**src/rtl/bmu_pipeline.sv**
```systemverilog
// Three-stage Hamming branch-metric pipeline for a K=3, rate-1/2 hard-decision Viterbi front end.
// Optional best-path search on stage 3 is enabled by defining BMU_BEST_PATH_EN.

package bmu_pipeline_pkg;
  // Expected code pair for shift-register contents {u, u1, u2}; MSB is the G1 bit.
  function automatic logic [1:0] enc_pair(input logic [2:0] g1, input logic [2:0] g2,
                                          input logic [2:0] sr);
    return {^(g1 & sr), ^(g2 & sr)};
  endfunction

  function automatic logic [1:0] hamming2(input logic [1:0] x, input logic [1:0] y);
    logic [1:0] d;
    d = x ^ y;
    return {1'b0, d[1]} + {1'b0, d[0]};
  endfunction
endpackage

module first_bmu
  import bmu_pipeline_pkg::*;
#(
  parameter logic [2:0] G1 = 3'b111,
  parameter logic [2:0] G2 = 3'b101
) (
  input  logic       clk,
  input  logic       rst,
  input  logic [1:0] bit_pair_i,
  output logic [3:0] metrics_o,
  output logic       valid_o
);
  logic [3:0] metrics_d, metrics_q;
  logic       valid_q;

  // Step 1 starts from the all-zero state, so only the current input bit varies.
  always_comb begin
    metrics_d = '0;
    for (int a = 0; a < 2; a++)
      metrics_d[2*a +: 2] = hamming2(bit_pair_i, enc_pair(G1, G2, {1'(a), 2'b00}));
  end

  always_ff @(posedge clk) begin
    if (rst) begin
      metrics_q <= '0;
      valid_q   <= 1'b0;
    end else begin
      metrics_q <= metrics_d;
      valid_q   <= 1'b1;
    end
  end

  assign metrics_o = metrics_q;
  assign valid_o   = valid_q;
endmodule

module second_bmu
  import bmu_pipeline_pkg::*;
#(
  parameter logic [2:0] G1 = 3'b111,
  parameter logic [2:0] G2 = 3'b101
) (
  input  logic        clk,
  input  logic        rst,
  input  logic [1:0]  bit_pair_i,
  input  logic [3:0]  metrics_i,
  input  logic        valid_i,
  output logic [11:0] metrics_o,
  output logic        valid_o
);
  logic [11:0] metrics_d, metrics_q;
  logic        valid_q;

  // Path index ab: a = i/2 (older input), b = i%2 (current input).
  always_comb begin
    metrics_d = metrics_q;
    if (valid_i) begin
      for (int i = 0; i < 4; i++)
        metrics_d[3*i +: 3] = 3'(metrics_i[2*(i/2) +: 2])
                            + 3'(hamming2(bit_pair_i, enc_pair(G1, G2, {1'(i), 1'(i/2), 1'b0})));
    end
  end

  always_ff @(posedge clk) begin
    if (rst) begin
      metrics_q <= '0;
      valid_q   <= 1'b0;
    end else begin
      metrics_q <= metrics_d;
      valid_q   <= valid_i;
    end
  end

  assign metrics_o = metrics_q;
  assign valid_o   = valid_q;
endmodule

module bmu
  import bmu_pipeline_pkg::*;
#(
  parameter logic [2:0] G1 = 3'b111,
  parameter logic [2:0] G2 = 3'b101
) (
  input  logic        clk,
  input  logic        rst,
  input  logic [1:0]  bit_pair_i,
  input  logic [11:0] metrics_i,
  input  logic        valid_i,
  output logic [31:0] metrics_o,
  output logic        valid_o
`ifdef BMU_BEST_PATH_EN
  ,
  output logic [3:0]  best_metric_o,
  output logic [2:0]  best_path_o
`endif
);
  logic [31:0] metrics_d, metrics_q;
  logic        valid_q;

  // Path index abc: prefix ab = i/2, register contents {c, b, a}.
  always_comb begin
    metrics_d = metrics_q;
    if (valid_i) begin
      for (int i = 0; i < 8; i++)
        metrics_d[4*i +: 4] = 4'(metrics_i[3*(i/2) +: 3])
                            + 4'(hamming2(bit_pair_i,
                                          enc_pair(G1, G2, {1'(i), 1'(i/2), 1'(i/4)})));
    end
  end

  always_ff @(posedge clk) begin
    if (rst) begin
      metrics_q <= '0;
      valid_q   <= 1'b0;
    end else begin
      metrics_q <= metrics_d;
      valid_q   <= valid_i;
    end
  end

  assign metrics_o = metrics_q;
  assign valid_o   = valid_q;

`ifdef BMU_BEST_PATH_EN
  logic [3:0] best_metric_d, best_metric_q;
  logic [2:0] best_path_d, best_path_q;

  // Strict less-than keeps the lowest index on ties.
  always_comb begin
    best_metric_d = best_metric_q;
    best_path_d   = best_path_q;
    if (valid_i) begin
      best_metric_d = metrics_d[3:0];
      best_path_d   = '0;
      for (int i = 1; i < 8; i++) begin
        if (metrics_d[4*i +: 4] < best_metric_d) begin
          best_metric_d = metrics_d[4*i +: 4];
          best_path_d   = 3'(i);
        end
      end
    end
  end

  always_ff @(posedge clk) begin
    if (rst) begin
      best_metric_q <= '0;
      best_path_q   <= '0;
    end else begin
      best_metric_q <= best_metric_d;
      best_path_q   <= best_path_d;
    end
  end

  assign best_metric_o = best_metric_q;
  assign best_path_o   = best_path_q;
`endif
endmodule

module bmu_pipeline #(
  parameter logic [2:0] G1 = 3'b111,
  parameter logic [2:0] G2 = 3'b101
) (
  input  logic       clk,
  input  logic       rst,
  input  logic [1:0] bit_pair_0,
  input  logic [1:0] bit_pair_1,
  input  logic [1:0] bit_pair_2,
  output logic [1:0] branch_metric_0,
  output logic [1:0] branch_metric_1,
  output logic       valid_1,
  output logic [2:0] branch_metric_00,
  output logic [2:0] branch_metric_01,
  output logic [2:0] branch_metric_10,
  output logic [2:0] branch_metric_11,
  output logic       valid_2,
  output logic [3:0] branch_metric_000,
  output logic [3:0] branch_metric_001,
  output logic [3:0] branch_metric_010,
  output logic [3:0] branch_metric_011,
  output logic [3:0] branch_metric_100,
  output logic [3:0] branch_metric_101,
  output logic [3:0] branch_metric_110,
  output logic [3:0] branch_metric_111,
  output logic       valid_3
`ifdef BMU_BEST_PATH_EN
  ,
  output logic [3:0] best_metric,
  output logic [2:0] best_path
`endif
);
  logic [3:0]  m1;
  logic [11:0] m2;
  logic [31:0] m3;
  logic        v1, v2, v3;

  first_bmu #(.G1(G1), .G2(G2)) u_s1 (
    .clk(clk), .rst(rst), .bit_pair_i(bit_pair_0), .metrics_o(m1), .valid_o(v1)
  );

  second_bmu #(.G1(G1), .G2(G2)) u_s2 (
    .clk(clk), .rst(rst), .bit_pair_i(bit_pair_1), .metrics_i(m1), .valid_i(v1),
    .metrics_o(m2), .valid_o(v2)
  );

  bmu #(.G1(G1), .G2(G2)) u_s3 (
    .clk(clk), .rst(rst), .bit_pair_i(bit_pair_2), .metrics_i(m2), .valid_i(v2),
    .metrics_o(m3), .valid_o(v3)
`ifdef BMU_BEST_PATH_EN
    , .best_metric_o(best_metric), .best_path_o(best_path)
`endif
  );

  assign branch_metric_0   = m1[1:0];
  assign branch_metric_1   = m1[3:2];
  assign valid_1           = v1;
  assign branch_metric_00  = m2[2:0];
  assign branch_metric_01  = m2[5:3];
  assign branch_metric_10  = m2[8:6];
  assign branch_metric_11  = m2[11:9];
  assign valid_2           = v2;
  assign branch_metric_000 = m3[3:0];
  assign branch_metric_001 = m3[7:4];
  assign branch_metric_010 = m3[11:8];
  assign branch_metric_011 = m3[15:12];
  assign branch_metric_100 = m3[19:16];
  assign branch_metric_101 = m3[23:20];
  assign branch_metric_110 = m3[27:24];
  assign branch_metric_111 = m3[31:28];
  assign valid_3           = v3;
endmodule

```
**config.mk**
```make
export PLATFORM = sky130hd
export DESIGN_NAME = bmu_pipeline
export DESIGN_NICKNAME = d
export VERILOG_FILES = /design/src/rtl/bmu_pipeline.sv
export SDC_FILE = /design/constraint.sdc
export NUM_CORES = 1
export LEC_CHECK = 0
export ABC_AREA = 1
export ABC_CLOCK_PERIOD_IN_PS = 1700
export CORE_MARGIN = 2
export CORE_UTILIZATION = 45
export CTS_CLUSTER_DIAMETER = 30
export DETAILED_ROUTE_END_ITERATION = 12
export PLACE_DENSITY = 0.85
export SLEW_MARGIN = 20
export SYNTH_ARGS = -nofsm -noshare
export SYNTH_HDL_FRONTEND = slang
export SYNTH_SLANG_ARGS = --single-unit
export TNS_END_PERCENT = 50
```
**constraint.sdc**
```tcl
create_clock -name clk -period 1.7 [get_ports clk]
set_input_delay 0.17 -clock clk [delete_from_list [all_inputs] [get_ports clk]]
set_output_delay 0.17 -clock clk [all_outputs]
set_load 0.01 [all_outputs]
```
## Word-level counts from Yosys, hierarchy flattened

Index checks and enable logic that the tools add are counted.

| operators by class | value |
|---|---|
| add/subtract/negate cells | 22 |
| multipliers | 0 |
| divide/modulo/power cells | 0 |
| magnitude comparators | 0 |
| equality and inequality tests | 0 |
| shifts and indexed selects | 0 |
| muxes and demuxes | 1 |
| bitwise logic cells | 7 |
| reductions and logical operators | 0 |

Operator list:

| operator | count |
|---|---|
| 3-bit by 2-bit adder with 4-bit output | 8 |
| 1-bit by 1-bit adder with 2-bit output | 10 |
| 2-bit by 2-bit adder with 3-bit output | 4 |
| 2-bit inverter | 3 |
| 1-bit inverter | 4 |
| 1-bit 2-to-1 mux | 1 |

| word-level totals | value |
|---|---|
| register bits after elaboration | 51 |
| bits in latches | 0 |
| memory bits (writable) | 0 |
| bits in read-only memories | 0 |
| input port bits | 8 |
| word-level logic and storage cells | 36 |
| memories | 0 |

## Logic depth before layout (Yosys ltp)

| depth | value |
|---|---|
| depth after elaboration | 3 |
| mapped depth | 10 |

## Hierarchy

From an unflattened synthesis, not the netlist that was laid out.

| unflattened totals | value |
|---|---|
| cell total of the unflattened synthesis | 353 |
| area total of the unflattened synthesis | 2533.7 µm² |

By module, submodules not included:

| module | times used | cells an instance | area an instance (µm²) | sequential area each (µm²) |
|---|---|---|---|---|
| bmu | 1 | 245 | 1700.4 | 580.6 |
| second_bmu | 1 | 92 | 686.9 | 260.2 |
| first_bmu | 1 | 16 | 146.4 | 80.1 |

## Least setup slack after synthesis

No wires, ideal clock.

| path | value |
|---|---|
| path type | register -> register |
| start point | register, netlist name u_s1.metrics_o[2] |
| end point | register u_s2.metrics_q[4], in the netlist u_s2.metrics_o[4] |
| arrival time | 1345 ps |
| required time | 1578 ps |
| path slack | 233 ps |
| stages on the path, launching flop included | 7 |
| path buffers | 0 |
| period minus slack after synthesis | 1467 ps |
| path through | dfxtp_1 inv_1 fa_1 inv_1 ha_1 o21ai_0 a21oi_1 |

RTL lines:

| what | RTL line | text |
|---|---|---|
| to (signal assigned) | 86 | `metrics_q <= metrics_d;` |
| to (decl) | 68 | `logic [11:0] metrics_d, metrics_q;` |

## Worst setup path in the final report

| path | value |
|---|---|
| start point | input port bit_pair_2[0] |
| end point | register u_s3.metrics_q[11], in the netlist u_s3.metrics_o[11] |

| between the ends | value |
|---|---|
| word-level cells in the longest chain between the ends | 2 |

Ends and longest elaborated chain:

| what | RTL line | text |
|---|---|---|
| from (decl) | 184 | `input logic [1:0] bit_pair_2,` |
| 1-bit by 1-bit adder with 2-bit output | 14 | `return {1'b0, d[1]} + {1'b0, d[0]};` |
| 3-bit by 2-bit adder with 4-bit output | 123 | `+ 4'(hamming2(bit_pair_i,` |
| to (signal assigned) | 133 | `metrics_q <= metrics_d;` |
| to (decl) | 114 | `logic [31:0] metrics_d, metrics_q;` |

No other way between the ends.
A chain may end at the register's enable or synchronous reset.

==> flow_summary.ini <==
[status]
outcome = finished clean

[sta]
slew_headroom_pct = 58.26
post-route-worst-setup-slack_ps = 76.65
min_period_over_period_pct = 95.49
finClkSkew_ps = 5.666
worst_pin_slew_ps = 625.5
hold_viol = 0
setup_repair_after_global_routing_missed_its_margin = no
finalMaxSlewViolations = 0
hold_slack_ps = 471.2
max_freq_mhz = 616.0
layout_min_cycle_time_ps = 1623
timing.final.setup_violations = 0

[placed_design]
place_area_um2 = 3095
pre_cts_ws_ps = -334.7
detailed_place_hpwl_um = 4344
portBuffers = 58
place_congestion = 0.9168

[synth]
mappedNetlistNets = 358
synth_top_area_share_pct = 38.06
synth_top_flop_cell = sky130_fd_sc_hd__dfxtp_1
synth.distinct_cells = 18
yosysTopAreaCell = sky130_fd_sc_hd__dfxtp_1
ys_async_sr_fraction_pct = 0
synth-seq-cells = 46
synth_commonest_cells = sky130_fd_sc_hd__nand2_1, sky130_fd_sc_hd__inv_1, sky130_fd_sc_hd__dfxtp_1
syn_avg_cell_area_um2 = 7.469
yosysSeqAreaShare_pct = 38.06
ys_top_cells_by_area = sky130_fd_sc_hd__dfxtp_1, sky130_fd_sc_hd__ha_1, sky130_fd_sc_hd__nand2_1
ys_warn_count = 0
synthesis.instances = 324
netlist_area_um2 = 2420
edff_count_synth = 0
yosys.cell_count.top_type = sky130_fd_sc_hd__nand2_1

[critical_path]
critical_path.startpoint_type = primary input
r2r_setup_slack_ps = 160
crit_path_cell_trace = clkdlybuf4s50_1, inv_1, ha_4, inv_1, ha_2, nand3_1, nand2_1, nand2_1, nand2_1, o211ai_1, inv_1
worst_reg2reg_path_depth = 6
r2r-end = u_s2.metrics_o[1]
worst_r2r_startpoint = u_s1.metrics_o[2]
crit_path_top_delay_cell = sky130_fd_sc_hd__clkdlybuf4s50_1
timing.critical_path.buf_inv = 4
timing_worst_setup_path_type = in2reg
critical_path_required_ps = 1910
arrival_ps = 1830
worst_path_largest_cell_delay_ps = 510
cpLargestDelayFamily = buffers and inverters
setup.worst_path.end_class = flop
critical_path.max_fanout = 5

[routing]
vias_per_cell = 4.845
drt_first_pass_iters = 4
via_count = 2214
met2WireLength_um = 2727
route.detailed.wl_per_inst_um = 12.76
antenna_left = 0
initialDrtViolationCount = 190
detail_route.wirelength.met1_um = 2638
totalWireLength_um = 5832
routed-wl-met3_um = 365
drc = 0
routed.top_layer = met4

[pwr]
p_leak_nw = 1.531
powerDensity_nw_per_um2 = 807.0
peak_ir_drop_on_the_vdd_network_mv = 0.6746
post-layout-total-power_mw = 2.606

[min_path]
worst_hold_startpoint = u_s3.metrics_o[27]
holdCritPathClass = reg2reg
worstHoldPathCells = 2
whs_endpoint = u_s3.metrics_o[27]

[layout]
insertedDiodeCount = 0
net_total_in_the_final_layout = 420
layout-area-overhead-vs-synth_pct = 33.45
filler_cell_count = 472
finalInstanceArea_um2 = 3229
final_layout_size_suffix_gt1_share_pct = 6.460

[floorplan]
core_um2 = 5140
die_area_um2 = 5980
die_w_um = 77.33
ios = 59
placementRows = 26
initial_core_util_pct = 47.08
chipHeight_um = 77.33

[clock_network]
numCtsBuffers = 5
tritoncts = built
tritoncts_num_sinks = 46
clock_insertion_delay_worst_skew_ps = 310
cts-htree-levels = 2
path_clk_slew_ps = 90
cts_root_buf = sky130_fd_sc_hd__clkbuf_8
cts_max_path_buffers = 2
post_cts_hold_buffer_count = 0

[global_routing]
groute.usage.overall_pct = 20.26
largest_net_degree_at_the_start_of_global_routing = 22
grt_first_pass_wirelength_um = 9729
global_route.overflow_total = 0
initial_antenna_violation_count = 0
grt_pass1_vias = 2110

[flow_run]
timing.max_cap.violations = 0
cell families (layout without fill, tap and decap cells):
group / count (synthesis) / in the layout / share of synthesized area (%)
adders and majority gates: 26 / 26 / 14.68
xor gates and xnor gates: 10 / 10 / 3.619
and+or+nand+nor: 125 / 125 / 20.68
DFF: 46 / 46 / 38.06
buffers and inverters: 65 / 128 / 11.48
AOI/OAI and AO/OA: 52 / 52 / 11.48
layout make-up:
cell class	instances	area, µm²	area share [%]
inverters	48	180.2	5.579
clock buffers	5	68.82	2.131
multi-input cells	213	1241	38.43
repair buffers	72	685.7	21.23
well taps	70	87.58	2.712
clock inverters	3	45.04	1.395
flip-flops and latches	46	920.9	28.52
power breakdown:
| group | switching (mW) | total, mW | internal [mW] |
|---|---|---|---|
| clock network | 0.390 | 0.827 | 0.437 |
| logic | 0.293 | 0.571 | 0.279 |
| registers | 0.0619 | 1.21 | 1.15 |
| total | 0.745 | 2.61 | 1.86 |
through the flow:
step	TNS [ps]	std cells	util, %
after floorplan	0	324	-
after global placement	-3827	449	60.22
after detailed placement	-5689	449	60.22
after CTS	0	457	62.68
after global routing	0	457	62.83
final	0	457	62.83
timing repair:
action,in CTS,in global routing
setup endpoints to repair,1,2
gates resized for setup,1,2
buffers inserted,0,0
flip-flops by register name, summed over array words and instances, names as in the netlist:
signal          count
u_s2.valid_o        1
u_s2.metrics_o     12
u_s1.valid_o        1
u_s1.metrics_o      3
u_s3.valid_o        1
u_s3.metrics_o     28
layer usage:
metal | vias to the layer above | track usage (%)
li1 | 1135 | -
met1 | 1010 | 25.94
met2 | 59 | 32.52
met3 | 10 | 5.349
met4 | 0 | 8.214
met5 | - | 0
worst max-delay path by stage:
stage,startpoint,to,slack [ps],cells after the start
6_report,bit_pair_2[0],u_s3.metrics_o[11],80,11
5_1_grt,bit_pair_2[0],u_s3.metrics_o[25],0.2,9
4_1_cts,bit_pair_2[0],u_s3.metrics_o[11],90,11
3_5_place_dp,bit_pair_2[0],u_s3.metrics_o[11],-330,11
3_3_place_gp,bit_pair_2[0],u_s3.metrics_o[11],-240,11
2_1_floorplan,u_s1.metrics_o[2],u_s2.metrics_o[4],230,6
layout by cell type, fill, tap and decap left out, types with 14 or more instances in the layout:
master	count
sky130_fd_sc_hd__a21oi_1	17
sky130_fd_sc_hd__nor2_1	38
sky130_fd_sc_hd__buf_4	14
sky130_fd_sc_hd__ha_1	20
sky130_fd_sc_hd__clkdlybuf4s50_1	58
sky130_fd_sc_hd__dfxtp_1	46
sky130_fd_sc_hd__inv_1	48
sky130_fd_sc_hd__nand3_1	24
sky130_fd_sc_hd__nand2_1	62
sky130_fd_sc_hd__o21ai_0	23
worst reg2reg max path: stages (launching register included):
cell and delay [ps]:
sky130_fd_sc_hd__dfxtp_1 360, sky130_fd_sc_hd__inv_1 130, sky130_fd_sc_hd__fa_1 420, sky130_fd_sc_hd__inv_1 70, sky130_fd_sc_hd__ha_1 210, sky130_fd_sc_hd__o21ai_0 150, sky130_fd_sc_hd__a21oi_1 60
Note: power is estimated with default switching activity, not from simulation.
==> variant, RTL diff (same settings) <==
Register the inputs `bit_pair_0`, `bit_pair_1` and `bit_pair_2` before use. The logic sees them one clock later.
--- a/src/rtl/bmu_pipeline.sv
+++ b/src/rtl/bmu_pipeline.sv
@@ -207,2 +207,13 @@
 );
+
+  logic [1:0] bit_pair_0_q;
+  logic [1:0] bit_pair_1_q;
+  logic [1:0] bit_pair_2_q;
+
+  always_ff @(posedge clk) begin
+      bit_pair_0_q <= bit_pair_0;
+      bit_pair_1_q <= bit_pair_1;
+      bit_pair_2_q <= bit_pair_2;
+  end
+
   logic [3:0]  m1;
@@ -213,3 +224,3 @@
   first_bmu #(.G1(G1), .G2(G2)) u_s1 (
-    .clk(clk), .rst(rst), .bit_pair_i(bit_pair_0), .metrics_o(m1), .valid_o(v1)
+    .clk(clk), .rst(rst), .bit_pair_i(bit_pair_0_q), .metrics_o(m1), .valid_o(v1)
   );
@@ -217,3 +228,3 @@
   second_bmu #(.G1(G1), .G2(G2)) u_s2 (
-    .clk(clk), .rst(rst), .bit_pair_i(bit_pair_1), .metrics_i(m1), .valid_i(v1),
+    .clk(clk), .rst(rst), .bit_pair_i(bit_pair_1_q), .metrics_i(m1), .valid_i(v1),
     .metrics_o(m2), .valid_o(v2)
@@ -222,3 +233,3 @@
   bmu #(.G1(G1), .G2(G2)) u_s3 (
-    .clk(clk), .rst(rst), .bit_pair_i(bit_pair_2), .metrics_i(m2), .valid_i(v2),
+    .clk(clk), .rst(rst), .bit_pair_i(bit_pair_2_q), .metrics_i(m2), .valid_i(v2),
     .metrics_o(m3), .valid_o(v3)
Formal check against the unedited RTL: not equivalent (Yosys sat finds a counterexample within 4 cycles, from zero or initial values and one cycle with rst high).
==> variant against the unedited design <==
Die area increased by 4.7%; wire length is 1.5% lower; total power up 1.9%; worst hold slack got worse by 0.17 ns; sequential cell count increased by 6; synthesized area increased by 5.0%; final area grew 1.3%; setup slack gained 0.054 ns; critical path type is now flip-flop to flip-flop.
==> variant: results <==
group,metric,value,unit
min_path,hold_path_class,"input pin to flip-flop",
global_routing,grt_use_met3,0.0432,
min_path,hold_end,"bit_pair_1_q[0]",
flow_run,cap_violations,0,
detailed_routing,drt-initial-drc-count,207,
global_routing,use_met1,0.248,
critical_path,slowest_stage,"dfxtp_1",
layout,final_net_count,420,
clocking,cts_setup_buffers,0,
global_routing,grt_pass1_wl,9390,um
global_routing,grt_max_degree,25,
layout,nFillCells,506,
synthesis,synth_top_area_frac,0.410,
detailed_routing,post_drt_via_cell_ratio,4.84,
detailed_routing,vias,2217,
critical_path,critPathArrivalTime,1.75,ns
critical_path,crit_family,"adder cells",
critical_path,path_max_fanout,3,
clocking,cts_resized,0,
pwr,leakagePower,1.53,nW
synthesis,synth_cells,331,
detailed_routing,dr.pass1.iters,5,
synthesis,ys_seq_area_frac,0.410,
placed_design,place.detailed.hpwl,4190,um
min_path,whs_path_depth,1,
critical_path,r2r_start,"bit_pair_1_q[0]",
run_status,status,"finished clean",
global_routing,track_usage,0.190,
layout,drive_gt1_frac,0.0466,
detailed_routing,routedWlPerCell,12.5,um
placed_design,dp_cells,451,
synthesis,synth_commonest_cells,"nand2_1, dfxtp_1, inv_1",
timing,fin_hold_ws,0.297,ns
timing,skew,0.00620,ns
clocking,cts_made_buffers,5,
global_routing,grt.met2_usage,0.314,
layout,largest_reg_flops,28,
pwr,vdd_drop_max,0.404,mV
placed_design,portBuffers,58,
min_path,hold_start,"bit_pair_1[0]",
synthesis,synth_area_leaders,"dfxtp_1, ha_1, nand2_1",
placed_design,gp_congestion,0.944,
global_routing,grt_pass1_vias,1984,
timing,slew-limit-headroom,0.659,
synthesis,syn_nets,365,
critical_path,rrSetupSlack,0.13,ns
critical_path,slowest_delay,0.40,ns
[variant: worst max path at each step]
stage,startpoint,end,depth (start not counted)
final,bit_pair_1_q[0],u_s2.metrics_o[1],6
after global routing,bit_pair_2_q[0],u_s3.metrics_o[30],10
after CTS,bit_pair_2_q[1],u_s3.metrics_o[11],10
after detailed placement,bit_pair_2_q[1],u_s3.metrics_o[11],10
after global placement,u_s1.metrics_o[2],u_s2.metrics_o[1],6
after floorplan,bit_pair_2_q[0],u_s3.metrics_o[11],10
[variant: final cells by class]
class                           count  area [sq um]  area share
Timing Repair Buffer               65           633       0.194
Inverter                           49           184      0.0562
Tap cell                           72          90.1      0.0275
Multi-Input combinational cell    213          1230       0.375
Clock buffer                        7          96.3      0.0295
Sequential cell                    52          1040       0.318
[variant: through the flow]
step	setup slack [ns]	util	area [sq um]
floorplan	0.0843	-	2540
global placement	0.0932	0.578	3160
detailed placement	0.0434	0.578	3160
CTS	0.0284	0.595	3260
global route	0.00328	0.598	3270
finish	0.131	0.598	3270
[variant: logic make-up after synthesis]
family	synth area share
compound gates	0.112
xor+xnor	0.0310
fa+ha+maj	0.140
buf+inv	0.112
flops	0.410
simple gates	0.195
[variant: layer usage]
layer  vias up  routed length (um)
met1      1014                2720
met4         0                  71
met5         -                   0
li1       1141                   -
met2        54                2710
met3         8                 236
[variant: power by group]
| part | total (mW) | internal (mW) | switching, mW |
|---|---|---|---|
| combinational | 0.537 | 0.259 | 0.278 |
| clock | 0.761 | 0.363 | 0.398 |
| sequential | 1.36 | 1.29 | 0.0663 |
| total | 2.66 | 1.91 | 0.742 |
